--- config.mk ---
export PLATFORM = sky130hd
export DESIGN_NAME = pipelined_matrix_controller
export DESIGN_NICKNAME = d
export VERILOG_FILES = /design/src/rtl/pipelined_matrix_controller.sv
export SDC_FILE = /design/constraint.sdc
export NUM_CORES = 1
export LEC_CHECK = 0
export ABC_CLOCK_PERIOD_IN_PS = 2000
export BUFFER_PORTS_ARGS = -buffer_cell sky130_fd_sc_hd__buf_2
export CORE_MARGIN = 10
export CORE_UTILIZATION = 49
export DETAILED_ROUTE_END_ITERATION = 8
export GPL_ROUTABILITY_DRIVEN = 0
export PLACE_DENSITY = 0.83
export RECOVER_POWER = 25
export SLEW_MARGIN = 10
export SYNTH_ARGS = -nofsm -noshare
export SYNTH_HDL_FRONTEND = slang
export SYNTH_SLANG_ARGS = --single-unit
export TNS_END_PERCENT = 30
--- constraint.sdc ---
create_clock -name i_clk -period 2 [get_ports i_clk]
set_input_delay 0 -clock i_clk [delete_from_list [all_inputs] [get_ports i_clk]]
set_output_delay 0 -clock i_clk [all_outputs]
set_load 0.02 [all_outputs]
--- src/rtl/pipelined_matrix_controller.sv ---
// pipelined_matrix_controller: registered ID/EX control decode with multi-cycle mul stall, flush and illegal detect
module pipelined_matrix_controller #(
    parameter int ALUOP_W = 4,
    parameter int MUL_LAT = 3,
    localparam int CNT_W = $clog2(MUL_LAT + 1)
) (
    input  logic               i_clk,
    input  logic               i_reset,
    input  logic               i_instr_valid,
    input  logic [5:0]         i_opcode,
    input  logic [5:0]         i_func,
    input  logic               i_stall_in,
    input  logic               i_flush,
    output logic               o_reg_dst,
    output logic               o_reg_write,
    output logic               o_alu_src,
    output logic               o_alu_src2,
    output logic               o_alu_src_reg,
    output logic               o_mem_read,
    output logic               o_mem_write,
    output logic               o_mem_to_reg,
    output logic               o_pc_src,
    output logic [ALUOP_W-1:0] o_alu_op,
    output logic               o_ctrl_valid,
    output logic               o_stall_out,
    output logic               o_illegal
);
    typedef enum logic {RUN, BUSY} state_t;
    localparam bit LONG = MUL_LAT > 1;
    localparam logic [8:0] F_R = 9'b110000000, F_SH = 9'b111100000, F_I = 9'b011000000;
    localparam logic [8:0] F_LW = 9'b011001010, F_SW = 9'b001000100, F_BNE = 9'b000000001;
    state_t r_state, w_next_state;
    logic [CNT_W-1:0] r_cnt, w_next_cnt;
    logic [8:0] r_flags, w_next_flags, w_flags;
    logic [ALUOP_W-1:0] r_aluop, w_next_aluop, w_aluop;
    logic r_ctrl_valid, w_next_valid, r_illegal, w_next_illegal;
    logic w_legal, w_mul, w_accept;
    always_comb begin
        w_legal = 1'b1;
        w_mul = 1'b0;
        w_flags = '0;
        w_aluop = '0;
        case (i_opcode)
            6'b000000: begin
                w_flags = F_R;
                case (i_func)
                    6'b100000: w_aluop = ALUOP_W'(4'b0000);
                    6'b100010: w_aluop = ALUOP_W'(4'b0001);
                    6'b100100: w_aluop = ALUOP_W'(4'b0011);
                    6'b100101: w_aluop = ALUOP_W'(4'b0100);
                    6'b101010: w_aluop = ALUOP_W'(4'b0101);
                    6'b000000: begin w_flags = F_SH; w_aluop = ALUOP_W'(4'b1000); end
                    6'b000010: begin w_flags = F_SH; w_aluop = ALUOP_W'(4'b1001); end
                    6'b000110: w_aluop = ALUOP_W'(4'b1010);
                    default: begin w_legal = 1'b0; w_flags = '0; end
                endcase
            end
            6'b011100: begin
                w_flags = F_R;
                case (i_func)
                    6'b100001: w_aluop = ALUOP_W'(4'b1011);
                    6'b100000: w_aluop = ALUOP_W'(4'b1100);
                    6'b000010: begin w_aluop = ALUOP_W'(4'b0010); w_mul = 1'b1; end
                    default: begin w_legal = 1'b0; w_flags = '0; end
                endcase
            end
            6'b001000: w_flags = F_I;
            6'b001101: begin w_flags = F_I; w_aluop = ALUOP_W'(4'b0100); end
            6'b100011: w_flags = F_LW;
            6'b101011: w_flags = F_SW;
            6'b000101: begin w_flags = F_BNE; w_aluop = ALUOP_W'(4'b0111); end
            default: w_legal = 1'b0;
        endcase
    end
    assign w_accept = i_instr_valid & w_legal;
    // A long mul parks its bundle in the registers with ctrl_valid low; output gating hides it until done
    always_comb begin
        w_next_state = r_state;
        w_next_cnt = r_cnt;
        w_next_flags = r_flags;
        w_next_aluop = r_aluop;
        w_next_valid = r_ctrl_valid;
        w_next_illegal = 1'b0;
        if (i_flush) begin
            w_next_state = RUN;
            w_next_cnt = '0;
            w_next_flags = '0;
            w_next_aluop = '0;
            w_next_valid = 1'b0;
        end else if (!i_stall_in && r_state == BUSY) begin
            w_next_cnt = r_cnt - 1'b1;
            w_next_state = (r_cnt == CNT_W'(1)) ? RUN : BUSY;
            w_next_valid = (r_cnt == CNT_W'(1));
        end else if (!i_stall_in) begin
            w_next_flags = w_accept ? w_flags : '0;
            w_next_aluop = w_accept ? w_aluop : '0;
            w_next_valid = w_accept & ~(w_mul & LONG);
            w_next_illegal = i_instr_valid & ~w_legal;
            w_next_state = (w_accept & w_mul & LONG) ? BUSY : RUN;
            w_next_cnt = (w_accept & w_mul & LONG) ? CNT_W'(MUL_LAT - 1) : '0;
        end
    end
    always_ff @(posedge i_clk) begin
        if (i_reset) begin
            r_state <= RUN;
            r_cnt <= '0;
            r_flags <= '0;
            r_aluop <= '0;
            r_ctrl_valid <= 1'b0;
            r_illegal <= 1'b0;
        end else begin
            r_state <= w_next_state;
            r_cnt <= w_next_cnt;
            r_flags <= w_next_flags;
            r_aluop <= w_next_aluop;
            r_ctrl_valid <= w_next_valid;
            r_illegal <= w_next_illegal;
        end
    end
    assign o_reg_dst = r_flags[8];
    assign o_reg_write = r_flags[7] & r_ctrl_valid;
    assign o_alu_src = r_flags[6];
    assign o_alu_src2 = r_flags[5];
    assign o_alu_src_reg = r_flags[4];
    assign o_mem_read = r_flags[3] & r_ctrl_valid;
    assign o_mem_write = r_flags[2] & r_ctrl_valid;
    assign o_mem_to_reg = r_flags[1];
    assign o_pc_src = r_flags[0] & r_ctrl_valid;
    assign o_alu_op = r_aluop;
    assign o_ctrl_valid = r_ctrl_valid;
    assign o_stall_out = (r_state == BUSY);
    assign o_illegal = r_illegal;
endmodule

After elaboration in Yosys (flattened, before gate mapping)

Index checks and enable logic that the tools add are counted.
Widths: inputs -> output; s select.

Register bits after elaboration: 18
Output and inout port bits: 16
Bits of input ports: 17

Muxes and demuxes: 22
Add/subtract/negate cells: 1
Bitwise operators: 12
Reductions and logical operators: 13
Equality and inequality tests: 16

Operators with widths:

| operator           | count |
|---|---|
| $pmux 9 s6         | 1 |
| $eq 6x6->1 const B | 8 |
| $pmux 4 s7         | 1 |
| $mux 9             | 2 |
| $pmux 9 s2         | 1 |
| $pmux 4 s4         | 1 |
| $eq 6x3->1 const B | 2 |
| $eq 6x4->1 const B | 2 |
| $logic_not 6->1    | 2 |
| $pmux 4 s3         | 1 |
| $mux 1             | 10 |
| $and 1x1->1        | 8 |
| $reduce_or 8->1    | 1 |
| $eq 6x2->1 const B | 1 |
| $eq 6x5->1 const B | 1 |
| $mux 2             | 3 |
| $reduce_or 2->1    | 3 |
| $reduce_or 6->1    | 1 |
| $reduce_or 5->1    | 1 |
| $mux 4             | 1 |
| $not 1->1          | 4 |
| $reduce_or 4->1    | 1 |
| $pmux 1 s3         | 1 |
| $reduce_or 3->1    | 1 |
| other kinds (6)    | 6 |

Logic depth before layout (Yosys ltp)

Depth in word-level cells: 9
Mapped depth: 6
Depth with buffers taken out: 5

Least setup slack after synthesis

Ideal clock, no wire load.

Kind: register -> register
Start point: register r_state (netlist: o_stall_out)
End point: register r_aluop[0] (netlist: o_alu_op[0])
Slack: 0.422 ns
Required time: 1.926 ns
Period minus slack after synthesis: 1.578 ns
Arrival: 1.503 ns
Library setup time: 0.074 ns
Cell stages (with the launch flop): 6
Cells stage by stage: dfxtp_1 -> nor3b_2 -> nand2b_1 -> or3_1 -> o221a_2 -> o21ai_0

Cells in the longest elaborated chain, start to end: 3

Ends and longest elaborated chain:

| what                       | line | text |
|---|---|---|
| from (decl)                | 32   | `state_t r_state, w_next_state;` |
| from (signal assigned)     | 112  | `r_state <= w_next_state;` |
| $logic_and 1x1->1          | 90   | `end else if (!i_stall_in && r_state == BUSY) begin` |
| $not 1->1 (no line)        | -    |  |
| $reduce_and 2->1 (no line) | -    |  |
| to (signal assigned)       | 115  | `r_aluop <= w_next_aluop;` |
| to (decl)                  | 35   | `logic [ALUOP_W-1:0] r_aluop, w_next_aluop, w_aluop;` |

No other way between the ends.
A chain may end at the register's enable or synchronous reset.

Worst setup path in the final report

Start point: register r_state (netlist: o_stall_out)
End point: register r_aluop[2] (netlist: o_alu_op[2])

Same word-level chain as after synthesis.

==> run summary <==
LOGIC SYNTHESIS
---------------------------------------------------------------------------------
Cells after Synth                                                             135
Number of synthesized register bits                                            16
Warnings, synthesis                                                             0
Mapped cell area                                                        1020 um^2
Fraction of synthesized cell area taken by the top area cell type           31.4%
Cell types with the largest area share after synthesis               sky130_fd_sc_hd__dfxtp_1 (31%), sky130_fd_sc_hd__a21oi_1 (5.9%), sky130_fd_sc_hd__nand2_1 (5.9%), sky130_fd_sc_hd__o21ai_0 (4.9%), sky130_fd_sc_hd__and2_1 (3.1%)
Cell type with the highest aggregate area in the netlist             sky130_fd_sc_hd__dfxtp_1
Seq/Total Area, Yosys                                                       31.4%
Post-synthesis area per instance                                        7.55 um^2
Net count after synthesis                                                     153
Distinct cells, synth                                                          39

GRT
---------------------------------------------------------------------------------
Global-route total usage across every layer                                 12.2%
Largest net degree at the start of global routing                              13
Initial antenna violation count                                                 0
Aggregate global routing overflow                                               0
First-pass GRT wire length                                                4330 um
Via count of the first global-routing pass                                  1,010

CLOCK NETWORK
---------------------------------------------------------------------------------
Number of buffers inserted by hold repair at cts                                0
Resized Gates After CTS                                                         0
Clock slew seen by the registers of the worst setup and hold paths        0.09 ns
Total clock sinks                                                              16
CTS Buf Count                                                                   3
Number of buffers inserted to repair setup after CTS                            0
CTS tree                                                                      yes
CTS root buf                                                         sky130_fd_sc_hd__clkbuf_4
Bufs on Longest Clock Path                                                      2
Number of H-tree levels                                                         1
Clock latency on the worst-skew pair                                      0.29 ns

ROUTING
---------------------------------------------------------------------------------
Wire length reported by the detailed router                               2670 um
Final routed wire length divided by cell count                            14.0 um
Via count                                                                   1,079
Violation count after the first detailed-routing iteration                     56
Drc violations                                                                  0
Number of vias per cell after detailed routing                               5.65
First drt pass iteration count                                                  4
Number of nets with antenna violations after routing                            0

LAYOUT
---------------------------------------------------------------------------------
Synth-to-layout area growth                                                 18.9%
Commonest cells after routing, fill and taps aside                   sky130_fd_sc_hd__buf_2 (24), sky130_fd_sc_hd__nand2_1 (16), sky130_fd_sc_hd__dfxtp_1 (16)
Fin cells                                                                     191
Fraction of layout cells with a size suffix above 1                         22.0%
FILL cells                                                                    201
Final instance area                                                     1210 um^2
Post-layout nets                                                              183
Leading cell type in the layout, fill and taps excluded              sky130_fd_sc_hd__buf_2
Number of antenna repair diodes                                                 0

DIE
---------------------------------------------------------------------------------
Top Ports                                                                      33
Initial Util                                                                52.0%
DIE AREA                                                                4310 um^2
Die height                                                                65.6 um
Placement Rows                                                                 16
Placeable core region                                                   1960 um^2
Die X                                                                     65.6 um

PWR
---------------------------------------------------------------------------------
Power density over the cells                                          512 nW/um^2
Cell-internal power                                                        465 uW
Relative contribution of sequential cells to total power                    51.4%
Switching share of total power                                              25.1%
Switching power total                                                      156 uW
Fraction of power consumed by the clock network                             34.1%
Proportion of power drawn by combinational gates                            14.5%
Peak supply drop                                                       0.000464 V
Cell leakage power                                                       0.441 nW

TIMING
---------------------------------------------------------------------------------
Fin. Hold Viols                                                                 0
Number of setup violations in the final report                                  0
Slew HR                                                                     65.4%
Setup repair after global routing missed its margin                         false
Highest clock rate                                                        656 MHz
Post-route fraction of the period consumed by the critical path             76.2%
Clock period minus worst slack                                            1.52 ns
Setup clock skew after layout                                          0.00372 ns
Worst Tran Pin Value                                                     0.517 ns
Total negative slack for setup checks                                        0 ns
Total count of max-transition violations in the final report                    0

CRITICAL PATH
---------------------------------------------------------------------------------
Critical path fanouts, max                                                      9
CP arrival                                                                1.74 ns
Critical Path Sink Type                                                      flop
Startpoint Class                                                             flop
Data required time at the worst endpoint                                  2.22 ns
Worst setup path category                                            flop to flop

RUN STATUS
---------------------------------------------------------------------------------
Status                                                               finished clean

PLACED DESIGN
---------------------------------------------------------------------------------
Instance area at placement                                              1180 um^2
Placed wire-length estimate                                               2130 um
DP Cell Count                                                                 187
Count of input and output buffers                                              31

RUN
---------------------------------------------------------------------------------
Number of maximum-capacitance constraint violations                             0

HOLD PATH
---------------------------------------------------------------------------------
Tightest Hold Check Type                                             input pin to flop

-- per-stage QoR --
| step | worst slack, ns | power, mW | utilization (%) | hold WS (ns) |
|---|---|---|---|---|
| floorplan | 0.422 | 0.383 | - | 0.152 |
| global placement | 0.498 | 0.412 | 60.4 | 0.337 |
| detailed placement | 0.413 | 0.415 | 60.4 | 0.345 |
| CTS | 0.496 | 0.622 | 62.2 | 0.0360 |
| global route | 0.384 | 0.645 | 61.8 | 0.0466 |
| finish | 0.476 | 0.621 | 61.8 | 0.0317 |
-- metal layers --
metal | wire [um] | global-route usage [%] | vias up
met2 | 1210 | 18.7 | 40
met3 | 185 | 5.59 | 8
li1 | - | - | 550
met1 | 1200 | 14.2 | 481
met4 | 76 | 5.35 | 0
met5 | 0 | 0 | -
-- worst max-delay path: stages (launching register included) --
cell                       delay, ns
sky130_fd_sc_hd__dfxtp_1        0.40
sky130_fd_sc_hd__nor3b_2        0.28
sky130_fd_sc_hd__nand2b_1       0.13
sky130_fd_sc_hd__or3_1          0.35
sky130_fd_sc_hd__o221a_2        0.14
sky130_fd_sc_hd__o21ai_0        0.15
-- cells in the mapped netlist, drive strengths merged --
| library cell | n |
|---|---|
| dfxtp | 16 |
| nand2 | 16 |
| o21ai | 13 |
| a21oi | 12 |
| nor2 | 8 |
| and2 | 5 |
| clkbuf | 5 |
| inv | 5 |
| nand3 | 5 |
| nor3 | 5 |
| a211oi | 4 |
| nand2b | 4 |
| nor2b | 4 |
| nor3b | 3 |
| nor4 | 3 |
| nor4bb | 3 |
| or3 | 3 |
| buf | 2 |
| mux2i | 2 |
| o221a | 2 |
| or2 | 2 |
| xnor2 | 2 |
| a222oi | 1 |
| a22oi | 1 |
| a31oi | 1 |
| conb | 1 |
| ha | 1 |
| nand4b | 1 |
| nor4b | 1 |
| o2111ai | 1 |
| o211ai | 1 |
| o221ai | 1 |
| or4b | 1 |
-- kinds of logic (layout without fill, tap and decap cells) --
logic type      after synthesis  count (layout)  share of synthesized area (%)
compound gates               37              37                           23.3
xor+xnor                      2               2                           1.72
fa+ha+maj                     1               1                           1.23
buf+inv                      12              41                           4.91
flops                        16              16                           31.4
mux                           2               2                           1.96
other cells                   1               1                          0.368
simple gates                 64              64                           35.1
-- sequential cells by signal (all words and copies together), names as in the netlist --
name	flops
o_stall_out	1
r_cnt	2
o_ctrl_valid	1
o_illegal	1
o_alu_op	4
r_flags	7
-- power groups by stage --
| stage | Combinational (mW) | Clock (mW) | Sequential (mW) |
|---|---|---|---|
| after CTS | 0.0883 | 0.214 | 0.319 |
| after floorplan | 0.0556 | 0 | 0.328 |
| final | 0.0898 | 0.212 | 0.319 |
| after global routing | 0.0984 | 0.227 | 0.320 |
| after global placement | 0.0852 | 0 | 0.327 |
| after detailed placement | 0.0880 | 0 | 0.327 |
-- final cells by class --
| cell class | count | area, um^2 | share of cell area [%] |
|---|---|---|---|
| well taps | 27 | 33.8 | 2.79 |
| multi-input cells | 107 | 649 | 53.6 |
| clock buffers | 4 | 36.3 | 2.99 |
| repair buffers | 32 | 154 | 12.7 |
| inverters | 5 | 18.8 | 1.55 |
| flip-flops and latches | 16 | 320 | 26.4 |
-- worst paths after layout --
| kind | startpoint | end | cells past startpoint | slack [ns] |
|---|---|---|---|---|
| setup / recovery | o_stall_out | o_alu_op[2] | 5 | 0.48 |
| hold / removal | i_opcode[3] | r_flags[2] | 3 | 0.03 |
| setup reg to reg | o_stall_out | o_alu_op[2] | 5 | 0.48 |
| hold reg to reg | r_flags[5] | r_flags[5] | 2 | 0.45 |
No activity file was read; power rests on OpenSTA's default activity.
